<file path="config.mk">
export PLATFORM = sky130hd
export DESIGN_NAME = pipe_skid_stage_flat
export DESIGN_NICKNAME = d
export VERILOG_FILES = /design/src/rtl/pipe_skid_stage_pkg.sv /design/src/rtl/pipe_skid_stage_if.sv /design/src/rtl/pipe_skid_stage_data_reg.sv /design/src/rtl/pipe_skid_stage.sv /design/src/flat_wrapper.sv
export SDC_FILE = /design/constraint.sdc
export NUM_CORES = 1
export LEC_CHECK = 0
export CORE_UTILIZATION = 40
export CTS_CLUSTER_SIZE = 40
export DETAILED_ROUTE_END_ITERATION = 10
export MAX_ROUTING_LAYER = met4
export PLACE_DENSITY = 0.63
export SLEW_MARGIN = 20
export SYNTH_ARGS = -nofsm -noshare
export SYNTH_HDL_FRONTEND = slang
export SYNTH_SLANG_ARGS = --single-unit
</file>
<file path="constraint.sdc">
create_clock -name clk -period 2.5 [get_ports clk]
set_input_delay 0.5 -clock clk [delete_from_list [all_inputs] [get_ports clk]]
set_output_delay 0.5 -clock clk [all_outputs]
set_load 0.05 [all_outputs]
</file>
<file path="src/rtl/pipe_skid_stage_pkg.sv">
// Shared definitions for the elastic pipeline stage: occupancy state
// encodings (decoded from `level` by hazard/debug logic) and helpers.
package pipe_skid_stage_pkg;

    // Occupancy state; the encoding is the beat count held by the stage.
    typedef enum logic [1:0] {
        ST_EMPTY = 2'd0,
        ST_BUSY  = 2'd1,
        ST_FULL  = 2'd2
    } skid_state_e;

    localparam int LEVEL_W = 2;

    // Occupancy count presented on `level` for a given state.
    function automatic logic [LEVEL_W-1:0] state_level(input skid_state_e s);
        return LEVEL_W'(s);
    endfunction

endpackage

</file>
<file path="src/rtl/pipe_skid_stage_if.sv">
// Valid/ready payload channel between two pipeline stages.
interface pipe_skid_stage_if #(
    parameter int WIDTH = 32
);
    logic             valid;
    logic             ready;
    logic [WIDTH-1:0] data;

    // Producer side of the channel.
    modport master (output valid, output data, input ready);
    // Consumer side of the channel.
    modport slave  (input valid, input data, output ready);
endinterface

</file>
<file path="src/rtl/pipe_skid_stage_data_reg.sv">
// WIDTH-bit payload register with load enable and synchronous clear to
// the bubble value; asynchronous reset also loads the bubble value.
module pipe_skid_stage_data_reg #(
    parameter int               WIDTH   = 32,
    parameter logic [WIDTH-1:0] RST_VAL = {WIDTH{1'b0}}
) (
    input  logic             clk,
    input  logic             rst,
    input  logic             clr,
    input  logic             ld,
    input  logic [WIDTH-1:0] d,
    output logic [WIDTH-1:0] q
);
    logic [WIDTH-1:0] data_q;
    logic [WIDTH-1:0] data_d;

    // Next value: clear beats load, otherwise hold.
    always_comb begin
        data_d = data_q;
        if (clr) begin
            data_d = RST_VAL;
        end else if (ld) begin
            data_d = d;
        end else begin
            data_d = data_q;
        end
    end

    // Payload storage flop.
    always_ff @(posedge clk or posedge rst) begin
        if (rst) begin
            data_q <= RST_VAL;
        end else begin
            data_q <= data_d;
        end
    end

    assign q = data_q;
endmodule

</file>
<file path="src/rtl/pipe_skid_stage.sv">
// Elastic pipeline stage: head register plus one skid entry, with
// registered in_ready/out_valid so back-pressure never crosses stages
// combinationally. Flush discards everything held in one cycle.
module pipe_skid_stage
    import pipe_skid_stage_pkg::*;
#(
    parameter int               WIDTH   = 32,
    parameter logic [WIDTH-1:0] RST_VAL = {WIDTH{1'b0}}
) (
    input  logic                  clk,
    input  logic                  rst,
    input  logic                  flush,
    pipe_skid_stage_if.slave      in_if,
    pipe_skid_stage_if.master     out_if,
    output logic [LEVEL_W-1:0]    level
);
    skid_state_e      state_q;
    skid_state_e      state_d;
    logic             in_ready_q;
    logic             in_ready_d;
    logic             out_valid_q;
    logic             out_valid_d;
    logic             in_fire_s;
    logic             out_fire_s;
    logic             main_ld_s;
    logic             skid_ld_s;
    logic [WIDTH-1:0] main_din_s;
    logic [WIDTH-1:0] main_q;
    logic [WIDTH-1:0] skid_q;

    // Next-state and register-load decode; flush overrides every transition.
    always_comb begin
        in_fire_s  = in_if.valid & in_ready_q;
        out_fire_s = out_valid_q & out_if.ready;
        state_d    = state_q;
        main_ld_s  = 1'b0;
        skid_ld_s  = 1'b0;
        if (flush) begin
            state_d = ST_EMPTY;
        end else begin
            case (state_q)
                ST_EMPTY: begin
                    if (in_fire_s) begin
                        state_d   = ST_BUSY;
                        main_ld_s = 1'b1;
                    end else begin
                        state_d = ST_EMPTY;
                    end
                end
                ST_BUSY: begin
                    if (in_fire_s && out_fire_s) begin
                        state_d   = ST_BUSY;
                        main_ld_s = 1'b1;
                    end else if (in_fire_s) begin
                        state_d   = ST_FULL;
                        skid_ld_s = 1'b1;
                    end else if (out_fire_s) begin
                        state_d = ST_EMPTY;
                    end else begin
                        state_d = ST_BUSY;
                    end
                end
                ST_FULL: begin
                    if (out_fire_s) begin
                        state_d   = ST_BUSY;
                        main_ld_s = 1'b1;
                    end else begin
                        state_d = ST_FULL;
                    end
                end
                default: begin
                    state_d = ST_EMPTY;
                end
            endcase
        end
        // Handshake outputs are decoded from the next state and registered.
        in_ready_d  = (state_d != ST_FULL);
        out_valid_d = (state_d != ST_EMPTY);
    end

    // Head is refilled from skid when draining FULL, else from the input.
    assign main_din_s = (state_q == ST_FULL) ? skid_q : in_if.data;

    // State and registered handshake flags.
    always_ff @(posedge clk or posedge rst) begin
        if (rst) begin
            state_q     <= ST_EMPTY;
            in_ready_q  <= 1'b1;
            out_valid_q <= 1'b0;
        end else begin
            state_q     <= state_d;
            in_ready_q  <= in_ready_d;
            out_valid_q <= out_valid_d;
        end
    end

    pipe_skid_stage_data_reg #(.WIDTH(WIDTH), .RST_VAL(RST_VAL)) u_main (
        .clk (clk),
        .rst (rst),
        .clr (flush),
        .ld  (main_ld_s),
        .d   (main_din_s),
        .q   (main_q)
    );

    pipe_skid_stage_data_reg #(.WIDTH(WIDTH), .RST_VAL(RST_VAL)) u_skid (
        .clk (clk),
        .rst (rst),
        .clr (flush),
        .ld  (skid_ld_s),
        .d   (in_if.data),
        .q   (skid_q)
    );

    assign in_if.ready  = in_ready_q;
    assign out_if.valid = out_valid_q;
    assign out_if.data  = main_q;
    assign level        = state_level(state_q);
endmodule

</file>
<file path="src/flat_wrapper.sv">
// flat-port wrapper written by rule: the top's interface ports become plain ports
module pipe_skid_stage_flat import pipe_skid_stage_pkg::*;
#(
    parameter int               WIDTH   = 32,
    parameter logic [WIDTH-1:0] RST_VAL = {WIDTH{1'b0}}
)
  (clk, rst, flush, level, in_if_valid, in_if_data, in_if_ready, out_if_valid, out_if_data, out_if_ready);
  pipe_skid_stage_if #(.WIDTH(WIDTH)) in_if_i ();
  pipe_skid_stage_if #(.WIDTH(WIDTH)) out_if_i ();
  input  logic clk;
  input  logic rst;
  input  logic flush;
  output logic [LEVEL_W-1:0] level;
  input wire logic [$bits(in_if_i.valid)-1:0] in_if_valid;
  input wire logic [$bits(in_if_i.data)-1:0] in_if_data;
  output wire logic [$bits(in_if_i.ready)-1:0] in_if_ready;
  output wire logic [$bits(out_if_i.valid)-1:0] out_if_valid;
  output wire logic [$bits(out_if_i.data)-1:0] out_if_data;
  input wire logic [$bits(out_if_i.ready)-1:0] out_if_ready;
  assign in_if_i.valid = in_if_valid;
  assign in_if_i.data = in_if_data;
  assign in_if_ready = in_if_i.ready;
  assign out_if_valid = out_if_i.valid;
  assign out_if_data = out_if_i.data;
  assign out_if_i.ready = out_if_ready;
  pipe_skid_stage #(.WIDTH(WIDTH), .RST_VAL(RST_VAL)) u_core (.clk(clk), .rst(rst), .flush(flush), .in_if(in_if_i), .out_if(out_if_i), .level(level));
endmodule
</file>
# Yosys cells after proc, flatten, opt, wreduce, memory -nomap -nowiden
# Index checks and enable logic that the tools add are counted.
dict set report word_totals {
  register_bits 68
  latchBits 0
  mem_bits_rw 0
  romBits 0
  inputBits 37
  output_inout_bits 36
  elab_cells 35
  n_memories 0
}
dict set report classes {
  add_sub_neg 0
  n_mul 0
  div 0
  magnitude_cmp 0
  n_eq_ne 3
  shift 0
  mux 20
  bitwise 2
  reduce_logical 5
}
# operator n
set op_table {}
lappend op_table {{2-to-1 mux 32 bit} 5}
lappend op_table {{2-to-1 mux 1 bit} 9}
lappend op_table {{2-to-1 mux 2 bit} 4}
lappend op_table {{case mux 2 bit (3 select lines)} 1}
lappend op_table {{nonzero test 2 bit} 3}
lappend op_table {{case mux 1 bit (3 select lines)} 1}
lappend op_table {{AND 1 bit} 2}
lappend op_table {{== test 2 x 1 -> 1 bit, second input constant} 1}
lappend op_table {{== test 2 bit, second input constant} 1}
lappend op_table {{zero test 2 bit} 1}
lappend op_table {{!= test 2 bit, second input constant} 1}
lappend op_table {{logical AND 1 bit} 1}

# Depth between registers and ports, before layout
dict set report depth {
  ltp_word 7
  ltp_mapped 8
}

# Hierarchy
# Synthesis repeated with hierarchy kept, for this count alone.
dict set report hier_totals {
  cells_unflattened 272
  hier_area_um2 3423.3
}
# module instances cells_each area_per_inst_um2 seq_area_each_um2
set modules_own_cells {}
lappend modules_own_cells {pipe_skid_stage_data_reg 2 104 1327.5 800.8}
lappend modules_own_cells {pipe_skid_stage 1 64 768.2 101.3}

# Least setup slack after synthesis
# No wires, ideal clock.
dict set report synth_timing {
  path_type {reg-to-reg}
  from {register u_core.out_valid_q, in the netlist u_core.out_if.valid}
  to {register u_core.u_main.data_q[4], in the netlist u_core.u_main.q[4]}
  setup_ns 0.096
  arrival_ns 2.307
  slack_ns 0.097
  path_stages_with_launch 9
  synth_period_minus_slack_ns 2.403
  path_cell_list {dfrtp_1 > and2_1 > clkbuf_1 > ha_1 > and3b_1 > a2111oi_4 > buf_6 > nand2_1 > o31ai_1}
}
dict set report synth_between {
  elab_chain_len 6
  word_cells_on_any_way 7
  classes_between {4 x mux; 1 x bitwise; 2 x reduce/logical}
}
# element line_no
set synth_lines {}
lappend synth_lines {{start, declared} pipe_skid_stage.sv:21} ;# logic out_valid_q;
lappend synth_lines {{start signal, assigned} pipe_skid_stage.sv:93} ;# out_valid_q <= out_valid_d;
lappend synth_lines {{AND 1 bit *} pipe_skid_stage.sv:34} ;# out_fire_s = out_valid_q & out_if.ready;
lappend synth_lines {{logical AND 1 bit} pipe_skid_stage.sv:51} ;# if (in_fire_s && out_fire_s) begin
lappend synth_lines {{2-to-1 mux 1 bit} pipe_skid_stage.sv:51}
lappend synth_lines {{case mux 1 bit (3 select lines) *} pipe_skid_stage.sv:41} ;# case (state_q)
lappend synth_lines {{2-to-1 mux 1 bit *} pipe_skid_stage.sv:38} ;# if (flush) begin
lappend synth_lines {{nonzero test 2 bit (no line) *} --}
lappend synth_lines {{end signal, assigned} pipe_skid_stage_data_reg.sv:34} ;# data_q <= data_d;
lappend synth_lines {{end, declared} pipe_skid_stage_data_reg.sv:14} ;# logic [WIDTH-1:0] data_q;
# Mark *: on every way between the ends. The rest lies on a longest branch, timed or not.
# A chain may end at the register's enable or synchronous reset.

# Final worst setup path
dict set report layout_timing {
  from {register u_core.in_ready_q, in the netlist u_core.in_if.ready}
  to {output in_if_ready}
}
# element line_no
set layout_rtl {}
lappend layout_rtl {{start, declared} pipe_skid_stage.sv:19} ;# logic in_ready_q;
lappend layout_rtl {{start signal, assigned} pipe_skid_stage.sv:92} ;# in_ready_q <= in_ready_d;
lappend layout_rtl {{end, declared} flat_wrapper.sv:16} ;# output wire logic [$bits(in_if_i.ready)-1:0] in_if_ready;
# No word-level cell between the ends.

==> results.toml <==
[global_routing]
grt_overflow = 0
grt_pass1_vias = 2158
grt_start_max_net_pins = 65
antenna_violations_before_repair = 0
grt_pass1_wl_mm = 10.7
groute.usage.overall = 0.192

[yosys]
number_of_nets_produced_by_synthesis = 277
yosys_register_bits = 68
syn_avg_cell_area_um2 = 12.4
synth_warnings = 0
biggest_area_consumer_among_synthesized_cells = "dfrtp_1"
synth_top_area_share = 0.567
synth_seq_area_share = 0.576
gate_count_of_the_mapped_netlist = 238
synth.area.top_cells = "dfrtp_1, mux2i_1, a22o_1, o31ai_1, nand2_1"
netlist-cell-type-count = 22
synth_area_um2 = 2960

[run]
max_cap_violations = 0

[worst_setup_path]
critical_path.startpoint_type = "flip-flop"
critical-path-top-delay-family = "buffers and inverters"
cp_num_cells = 1
worst_setup_ep_type = "output port"
number_of_buffer_and_inverter_stages_on_the_critical_path = 1
worstPathRequired_ns = 2.00
cp_slowest_stage_delay_ns = 0.80
critical-path-slowest-cell = "clkdlybuf4s50_1"
cp_cell_sequence = "clkdlybuf4s50_1"
cp_max_fo = 3
worstRegToRegCells = 7
timing.critical_path.arrival_ns = 1.67
worst-setup-path-type = "flip-flop to output port"

[final_layout]
final_layout_size_suffix_gt1_frac = 0.111
highest_count_cells_in_the_layout_ignoring_fill_and_taps = "clkdlybuf4s50_1, dfrtp_1, nand2_1"
finalCoreUtilization = 0.577
finalNetCount = 350
antenna-diode-count = 0
final_common_cell = "clkdlybuf4s50_1"
areaGrowthSynthToFinish_pct = 36.2
nFillCells = 613

[power]
p_int_uw = 2040
cellPowerDensity_nw_per_um2 = 729
net-switching-power_uw = 891
switching_share = 0.304
combinational_power_share = 0.242
seq_power_share = 0.424
p_leak_uw = 0.00170
vdd.ir_drop.worst_uv = 308
clock_power_share = 0.334

[floorplan]
design.die.area_um2 = 7740
placementRows = 30
start_util = 0.424
io-pin-count = 73
die_y_um = 88.0
fp.coreArea_um2 = 6980
dieWidth_um = 88.0

[clocking]
worst_skew_pair.late_latency_ns = 0.33
cts_resized = 0
post_cts.repair.setup_buffers = 0
cts_num_sinks = 68
cts_hold_buf = 0
clk_pin_slew_ns = 0.07
clock_tree.root_cell = "clkbuf_8"
cts_tree = "yes"
cts_buffers = 9
cts_buffer_depth = 2
htree_levels = 3

[sta]
max_slew.worst_pin.slew_ns = 0.612
grt_setup_unrepaired = "no"
slew_viol_final = 0
final_critical_path_setup_slack_ns = 0.330
hold_violations = 0
final_period_minus_worst_setup_slack_ns = 2.17
timing.fmax_mhz = 461
finalCritPeriodShare = 0.868
fin_clk_skew_ns = 0.00633
max-slew-margin-rel = 0.592
setup_violations = 0
setup-tns-final_ns = 0

[outcome]
outcome = "complete, no violations"

[placed_design]
port-buffer-count = 72
post-place-ws_ns = 0.0446
dp_hpwl_mm = 4.12
globalplace.congestion = 0.801

[routing]
detail-route-antenna-nets = 0
post_drt_wl_per_cell_um = 15.9
number_of_design_rule_violations_left_by_the_first_detailed_router_iteration = 123
drc_viols = 0
routed_via_density = 5.28
detailedRoute.firstPassIterationCount = 4
drt-total-wl_mm = 6.56
num_vias = 2175

[hold_path]
hp-class = "input pin to async pin"
[metrics by stage]
stage                     instances  total power, µW  hold WS (ns)  area, µm²
after floorplan                 238             1710         0.473       2960
after global routing            412             3080         0.503       4030
after CTS                       412             2980         0.462       4030
final                           412             2940         0.469       4030
after global placement          396             1980         0.460       3810
after detailed placement        396             1980         0.466       3810
[worst paths after layout]
kind / start / end / slack [ns]
worst max register to register: u_core.out_if.valid / u_core.u_main.q[10] / 0.55
max in group asynchronous: rst / u_core.in_if.ready / 1.50
worst min-delay path: rst / u_core.u_main.q[19] / 0.47
worst min register to register: u_core.u_main.q[19] / u_core.u_main.q[19] / 0.48
min in group clk: u_core.u_main.q[19] / u_core.u_main.q[19] / 0.48
worst max-delay path: u_core.in_if.ready / in_if_ready / 0.33
[layout make-up]
class | count | area, µm² | share of cell area
Tap cell | 96 | 120 | 0.0298
Clock inverter | 5 | 75.1 | 0.0186
Timing Repair Buffer | 83 | 848 | 0.211
Multi-Input combinational cell | 147 | 1130 | 0.281
Inverter | 2 | 7.51 | 0.00186
Sequential cell | 68 | 1700 | 0.423
Clock buffer | 11 | 141 | 0.0351
[cell usage after synthesis, drive strengths merged]
cell,number
a2111oi,1
ha,2
nand2b,2
nor2,1
and4bb,1
o31ai,32
and2,2
dfstp,1
clkbuf,10
buf,11
and3b,1
and2b,1
or2,1
a21oi,4
a22o,32
nand2,34
nor2b,1
mux2i,32
inv,2
dfrtp,67
[flip-flops by register name, summed over array words and instances, names as in the netlist]
name	cells
u_core.level	2
u_core.out_if.valid	1
u_core.in_if.ready	1
u_core.u_skid.q	32
u_core.u_main.q	32
[metal layers]
metal	vias to the layer above	share of wire	global-route usage
li1	1020	-	-
met5	-	0	-
met1	1086	0.48	0.262
met3	9	0.044	0.0547
met4	0	0.016	0.0715
met2	60	0.46	0.271
[cell families after synthesis]
kind of cell             Yosys count  synth area share
AO/OA/AOI/OAI                     69             0.192
adder cells (fa/ha/maj)            2           0.00846
buffers and inverters             23            0.0486
flip-flops                        68             0.576
multiplexers                      32             0.108
AND/OR/NAND/NOR                   44            0.0668
[power groups by stage]
| stage | logic, µW | clock network [µW] | registers, µW |
|---|---|---|---|
| after floorplan | 227 | 0 | 1490 |
| after global placement | 712 | 0 | 1260 |
| after detailed placement | 716 | 0 | 1260 |
| after CTS | 717 | 1010 | 1240 |
| after global routing | 755 | 1070 | 1250 |
| final | 711 | 981 | 1240 |
Note: power is estimated with default switching activity, not from simulation.
